$ cat config.mk
export PLATFORM = sky130hd
export DESIGN_NAME = imem_arbiter
export DESIGN_NICKNAME = d
export VERILOG_FILES = /design/src/rtl/imem_arbiter_pkg.sv /design/src/rtl/imem_starve_cnt.sv /design/src/rtl/imem_arbiter.sv
export SDC_FILE = /design/constraint.sdc
export NUM_CORES = 1
export LEC_CHECK = 0
export BUFFER_PORTS_ARGS = -buffer_cell sky130_fd_sc_hd__buf_2
export CAP_MARGIN = 20
export CORE_MARGIN = 5
export CORE_UTILIZATION = 43
export DETAILED_ROUTE_END_ITERATION = 16
export GPL_ROUTABILITY_DRIVEN = 0
export PLACE_DENSITY_LB_ADDON = 0.05
export SETUP_SLACK_MARGIN = 0.15
export SLEW_MARGIN = 20
export SYNTH_ARGS = -nofsm -noshare
export SYNTH_HDL_FRONTEND = slang
export SYNTH_HIERARCHICAL = 1
export SYNTH_SLANG_ARGS = --single-unit
$ cat constraint.sdc
create_clock -name clk -period 2.9 [get_ports clk]
set_clock_uncertainty 0.15 [all_clocks]
set_input_delay 0.435 -clock clk [delete_from_list [all_inputs] [get_ports clk]]
set_output_delay 0.435 -clock clk [all_outputs]
set_load 0.03 [all_outputs]
$ cat src/rtl/imem_arbiter_pkg.sv
// Shared types and constants for the instruction-ROM arbiter.
package imem_arbiter_pkg;

   typedef enum logic {
      ARB_NORMAL    = 1'b0,
      ARB_DBG_FORCE = 1'b1
   } arb_state_t;

   typedef enum logic [1:0] {
      GNT_NONE = 2'd0,
      GNT_IF   = 2'd1,
      GNT_DBG  = 2'd2
   } gnt_t;

   localparam logic CHIP_ENABLE  = 1'b1;
   localparam logic CHIP_DISABLE = 1'b0;

   localparam int STARVE_CNT_W = 4;
   localparam logic [STARVE_CNT_W-1:0] STARVE_CNT_MAX = '1;

   function automatic logic misaligned(input logic [1:0] lsb);
      return |lsb;
   endfunction

endpackage

$ cat src/rtl/imem_starve_cnt.sv
// Saturating wait counter for the debug port; flags when the force threshold is reached.
module imem_starve_cnt
   import imem_arbiter_pkg::*;
#(
   parameter int STARVE_LIMIT = 4
) (
   input  logic clk,
   input  logic rst,
   input  logic inc,
   input  logic clr,
   output logic limit_hit
);

   localparam logic [STARVE_CNT_W-1:0] LIMIT_M1 = STARVE_CNT_W'(STARVE_LIMIT - 1);

   logic [STARVE_CNT_W-1:0] cnt;

   always_ff @(posedge clk) begin
      if (!rst) begin
         cnt <= '0;
      end else if (clr) begin
         cnt <= '0;
      end else if (inc && (cnt != STARVE_CNT_MAX)) begin
         cnt <= cnt + 1'b1;
      end
   end

   assign limit_hit = (cnt == LIMIT_M1);

endmodule

$ cat src/rtl/imem_arbiter.sv
// Arbitrates the combinational instruction ROM between the IF stage and a debug read port.
module imem_arbiter
   import imem_arbiter_pkg::*;
#(
   parameter int STARVE_LIMIT = 4,
   parameter int ADDR_W       = 32,
   parameter int DATA_W       = 32
) (
   input  logic              clk,
   input  logic              rst,
   input  logic              if_req_i,
   input  logic [ADDR_W-1:0] if_addr_i,
   input  logic              flush_i,
   output logic              if_valid_o,
   output logic [DATA_W-1:0] if_data_o,
   output logic              stall_req_o,
   input  logic              dbg_req_i,
   input  logic [ADDR_W-1:0] dbg_addr_i,
   output logic              dbg_valid_o,
   output logic [DATA_W-1:0] dbg_data_o,
   output logic              dbg_err_o,
   output logic              rom_ce_o,
   output logic [ADDR_W-1:0] rom_addr_o,
   input  logic [DATA_W-1:0] rom_data_i
);

   arb_state_t        state, state_nxt;
   gnt_t              gnt;
   logic              limit_hit;
   logic              cnt_inc, cnt_clr;

   logic              if_valid_p1, dbg_valid_p1, dbg_err_p1;
   logic [DATA_W-1:0] if_data_p1, dbg_data_p1;

   always_ff @(posedge clk) begin
      if (!rst) begin
         state <= ARB_NORMAL;
      end else begin
         state <= state_nxt;
      end
   end

   // The forced debug cycle lasts exactly one cycle, whatever happens in it.
   always_comb begin
      state_nxt = ARB_NORMAL;
      if ((state == ARB_NORMAL) && dbg_req_i && (gnt != GNT_DBG) && limit_hit) begin
         state_nxt = ARB_DBG_FORCE;
      end
   end

   always_comb begin
      gnt = GNT_NONE;
      if (rst) begin
         if (state == ARB_DBG_FORCE) begin
            if (dbg_req_i)     gnt = GNT_DBG;
            else if (if_req_i) gnt = GNT_IF;
         end else begin
            if (if_req_i)       gnt = GNT_IF;
            else if (dbg_req_i) gnt = GNT_DBG;
         end
      end
   end

   assign cnt_inc = dbg_req_i && (gnt != GNT_DBG);
   assign cnt_clr = !dbg_req_i || (gnt == GNT_DBG);

   imem_starve_cnt #(
      .STARVE_LIMIT(STARVE_LIMIT)
   ) u_starve_cnt (
      .clk      (clk),
      .rst      (rst),
      .inc      (cnt_inc),
      .clr      (cnt_clr),
      .limit_hit(limit_hit)
   );

   always_comb begin
      rom_ce_o   = CHIP_DISABLE;
      rom_addr_o = '0;
      case (gnt)
         GNT_IF: begin
            rom_ce_o   = CHIP_ENABLE;
            rom_addr_o = {if_addr_i[ADDR_W-1:2], 2'b00};
         end
         GNT_DBG: begin
            rom_ce_o   = CHIP_ENABLE;
            rom_addr_o = {dbg_addr_i[ADDR_W-1:2], 2'b00};
         end
         default: ;
      endcase
   end

   assign stall_req_o = rst && if_req_i && (gnt != GNT_IF);

   // Stage p1: registered ROM response, one cycle after the grant.
   always_ff @(posedge clk) begin
      if (!rst) begin
         if_valid_p1  <= 1'b0;
         if_data_p1   <= '0;
         dbg_valid_p1 <= 1'b0;
         dbg_data_p1  <= '0;
         dbg_err_p1   <= 1'b0;
      end else begin
         if_valid_p1  <= (gnt == GNT_IF) && !flush_i;
         dbg_valid_p1 <= (gnt == GNT_DBG);
         dbg_err_p1   <= (gnt == GNT_DBG) && misaligned(dbg_addr_i[1:0]);
         if (gnt == GNT_IF)  if_data_p1  <= rom_data_i;
         if (gnt == GNT_DBG) dbg_data_p1 <= rom_data_i;
      end
   end

   // A reset arriving while a response is pending suppresses that response.
   assign if_valid_o  = if_valid_p1 && rst;
   assign dbg_valid_o = dbg_valid_p1 && rst;
   assign dbg_err_o   = dbg_err_p1 && rst;
   assign if_data_o   = if_data_p1;
   assign dbg_data_o  = dbg_data_p1;

endmodule

==> impl_table.tex <==
\begin{tabular}{lr}
\hline
Metric & Value \\
\hline
\multicolumn{2}{l}{\textbf{Logic synthesis}} \\
Synth Area per Inst & 10.11 sq um \\
Cell count after synthesis & 328 \\
Post-synthesis sequential area ratio & 0.4347 \\
Number of synthesized register bits & 72 \\
Number of library cell types mapped by synthesis & 31 \\
Post-synthesis instance area & 3316 sq um \\
Synth warn & 6 \\
\multicolumn{2}{l}{\textbf{Clocking}} \\
Number of clock buffers inserted by TritonCTS & 9 \\
Root buffer cell & sky130\_fd\_sc\_hd\_\_clkbuf\_8 \\
\# hold bufs at CTS & 0 \\
Clock edge transition at the registers on the reported setup and hold paths & 0.08 ns \\
Worst-case clock buffer depth & 2 \\
H-tree depth & 3 \\
Post-CTS Setup Repair Bufs & 0 \\
CTS Sinks & 72 \\
TritonCTS clock tree & done \\
Worst-skew pair later-pin latency & 0.34 ns \\
\multicolumn{2}{l}{\textbf{Setup path}} \\
Kind of end point of the critical path & primary output \\
CP max stage delay & 0.35 ns \\
Highest-delay cell along the critical path & sky130\_fd\_sc\_hd\_\_dfxtp\_1 \\
Reg-to-reg endpoint & dbg\_data\_o[0]\$\_SDFFE\_PN0N\_ \\
Type of the worst setup path & reg2out \\
Required time at the endpoint of the critical path & 2.32 ns \\
End of the critical path & rom\_addr\_o[17] \\
Worst R2R Start & state\$\_SDFF\_PN0\_ \\
Maximum fanout along the worst path & 64 \\
Arrival time of the worst setup path & 1.90 ns \\
Launching element of the worst setup path & state\$\_SDFF\_PN0\_ \\
Largest delay contributor family on the critical path & buffers and inverters \\
Cells on worst reg2reg path & 5 \\
CP Cell Sequence & o211ai\_1, ha\_2, buf\_12, a22oi\_1, nor2\_1, buf\_2 \\
Buffering stage count on the worst path with inverters included & 2 \\
Critical path depth in cells & 6 \\
Element type at the critical path start & flip-flop \\
Setup slack of the worst register-to-register path & 1.02 ns \\
\multicolumn{2}{l}{\textbf{Hold path}} \\
Tightest Hold Check Type & in2reg \\
\multicolumn{2}{l}{\textbf{Detailed routing}} \\
Average detailed-routed wire length per instance & 14.25 um \\
Number of antenna-violating nets in the routed design & 0 \\
Drt drc & 0 \\
Detailed Routing Iterations Pass 1 & 4 \\
Total wire length after detailed routing & 8.851 mm \\
Via count & 2939 \\
Number of violations reported at the end of detailed-routing iteration 0 & 97 \\
DR vias/cell & 4.733 \\
\multicolumn{2}{l}{\textbf{Timing}} \\
Maximum achievable frequency & 402.8 MHz \\
Sum of negative setup slack & 0 ns \\
Min cycle time layout & 2.483 ns \\
RSZ-0062 raised after global routing & no \\
Final worst path period share & 0.8561 \\
Max Transition Viols Final & 0 \\
Worst Tran Pin Value & 0.5796 ns \\
Normalized max-slew margin & 0.6136 \\
Number of failing hold endpoints at the final stage & 0 \\
Final setup violation count & 0 \\
\multicolumn{2}{l}{\textbf{Layout}} \\
Fraction of layout cells with a size suffix above 1 & 0.4316 \\
Net count, final & 619 \\
Number of standard cells in the final layout excluding fillers & 621 \\
Diode insertion count for antenna repair & 0 \\
Area overhead of the layout relative to synthesis & 35.02\% \\
\multicolumn{2}{l}{\textbf{Global routing}} \\
Number of global-route vias before repair & 2987 \\
Overflow after GRT & 0 \\
Global-route wire length before repair & 14.21 mm \\
Largest net degree at the start of global routing & 65 \\
Initial antenna violation count & 0 \\
Gr usage total & 0.1822 \\
\multicolumn{2}{l}{\textbf{Floorplan}} \\
Core region area & 7607 sq um \\
Boundary pin count & 202 \\
Die Outline Area & 9567 sq um \\
Floorplan die height & 97.81 um \\
Width of the die & 97.81 um \\
Starting utilization of the core area & 0.4359 \\
Standard-cell rows & 32 \\
\multicolumn{2}{l}{\textbf{Status}} \\
Status & complete, no violations \\
\multicolumn{2}{l}{\textbf{Power}} \\
Leak pwr & 2.105 nW \\
Maximum vdd drop & 0.0003295 V \\
Power per unit of standard cell area & 501.1 nW/um\^{}2 \\
\multicolumn{2}{l}{\textbf{Placed design}} \\
Detailed-placement wirelength estimate & 6.530 mm \\
Post-Place Cells & 605 \\
IO Port Bufs & 197 \\
\multicolumn{2}{l}{\textbf{Flow run}} \\
Max capacitance violation total & 0 \\
\hline
\end{tabular}
==> metal layers <==
layer	vias up	GRT usage	wire length, um	part of all wire
met1	1320	0.1934	3467	0.39
met5	-	0	0	0
met3	16	0.07214	811	0.092
met2	122	0.3226	4392	0.50
met4	0	0.07348	180	0.020
li1	1481	-	-	-
==> state kept, by name, summed over array words and instances, names as in the netlist <==
register and flops:
dbg_err_p1 1, if_valid_p1 1, dbg_valid_p1 1, u_starve_cnt/cnt 4, state 1, dbg_data_o 32
if_data_o 32
==> kinds of logic (layout without fill, tap and decap cells) <==
kind of cell | Yosys count | count (layout) | synth area share
other cells | 1 | 2 | 0.001131
buf+inv | 32 | 222 | 0.07208
flops | 72 | 72 | 0.4347
fa+ha+maj | 4 | 4 | 0.01509
compound gates | 41 | 41 | 0.09283
simple gates | 114 | 114 | 0.1909
mux | 64 | 64 | 0.1932
==> where the power goes <==
group / switching, W / internal (W)
combinational: 0.000244 / 0.000161
sequential: 0.0000167 / 0.00102
clock: 0.000376 / 0.000422
==> worst reg2reg max path, cell delays in order, from the launching register on <==
cell and delay, ns:
sky130_fd_sc_hd__dfxtp_1 0.40, sky130_fd_sc_hd__o211a_1 0.21, sky130_fd_sc_hd__ha_2 0.19, sky130_fd_sc_hd__buf_4 0.48
sky130_fd_sc_hd__mux2i_1 0.28, sky130_fd_sc_hd__nor2b_1 0.07
==> placed cells by master, fill, tap and decap left out, types with 2 or more instances in the layout <==
cell and n:
sky130_fd_sc_hd__a22oi_1 28, sky130_fd_sc_hd__buf_2 197, sky130_fd_sc_hd__ha_2 2, sky130_fd_sc_hd__nor3_1 3, sky130_fd_sc_hd__clkinvlp_4 3, sky130_fd_sc_hd__mux2i_1 64, sky130_fd_sc_hd__dfxtp_1 72, sky130_fd_sc_hd__nor2_1 32
sky130_fd_sc_hd__and2_1 4, sky130_fd_sc_hd__nand2b_1 2, sky130_fd_sc_hd__inv_1 5, sky130_fd_sc_hd__clkbuf_8 10, sky130_fd_sc_hd__a22oi_2 2, sky130_fd_sc_hd__o211a_1 2, sky130_fd_sc_hd__nor2b_1 64, sky130_fd_sc_hd__buf_4 3
sky130_fd_sc_hd__o21ai_0 2, sky130_fd_sc_hd__a21oi_1 4, sky130_fd_sc_hd__conb_1 2, sky130_fd_sc_hd__nand2_1 3
==> final cells by class <==
cell class	instances	area (sq um)
tap	102	127.6
sequential	72	1441
timing repair buffer	201	1028
fill	700	3131
multi-input combinational	225	1657
clock buffer	10	137.6
clock inverter	6	66.31
inverter	5	18.77
==> how the worst min path moves through the flow <==
stage,from,endpoint,slack (ns),cells after the start
final,flush_i,if_valid_p1$_SDFF_PN0_,0.09,2
after global routing,flush_i,if_valid_p1$_SDFF_PN0_,0.08,2
after detailed placement,state$_SDFF_PN0_,state$_SDFF_PN0_,0.34,1
after global placement,u_starve_cnt/cnt[1]$_SDFFE_PP0P_,u_starve_cnt/cnt[1]$_SDFFE_PP0P_,0.34,2
after floorplan,state$_SDFF_PN0_,state$_SDFF_PN0_,0.32,1
after CTS,flush_i,if_valid_p1$_SDFF_PN0_,0.07,2
==> synth_stat cells, drive strengths merged <==
cell type | n | area, sq um
o211a | 2 | 20.02
and3 | 1 | 11.26
a211oi | 1 | 7.510
and4 | 1 | 10.01
inv | 5 | 18.77
nor3b | 1 | 7.510
buf | 17 | 182.7
nand4 | 1 | 6.260
or3 | 1 | 6.260
nor2b | 64 | 400.4
dfxtp | 72 | 1441
conb | 1 | 3.750
nor3 | 3 | 15.01
a21o | 1 | 7.510
clkbuf | 10 | 37.54
ha | 4 | 50.05
o211ai | 1 | 7.510
nand2 | 3 | 11.26
o21ai | 2 | 10.01
nand2b | 2 | 12.51
nor2 | 32 | 120.1
a22oi | 30 | 235.2
nand3b | 1 | 7.510
a21oi | 4 | 20.02
and2 | 4 | 25.02
mux2i | 64 | 640.6
==> stage by stage <==
step                power, W  worst slack [ns]  hold WS (ns)  utilization  area [sq um]
CTS                 0.002278            0.2567       0.06779       0.5872          4467
detailed placement  0.001472           0.03139        0.3421       0.5600          4260
global placement    0.001465           0.05125        0.3392       0.5600          4260
global route        0.002361            0.2549       0.07888       0.5885          4477
finish              0.002243            0.4172       0.09217       0.5885          4477
floorplan           0.001338            0.4605        0.3154            -          3319
==> repair_timing <==
item                                    in CTS  in global routing
resized for setup                            1                  1
hold endpoints to repair                     0                  0
endpoints found under the setup margin      30                 14
Power figures use the tool's default switching activity.
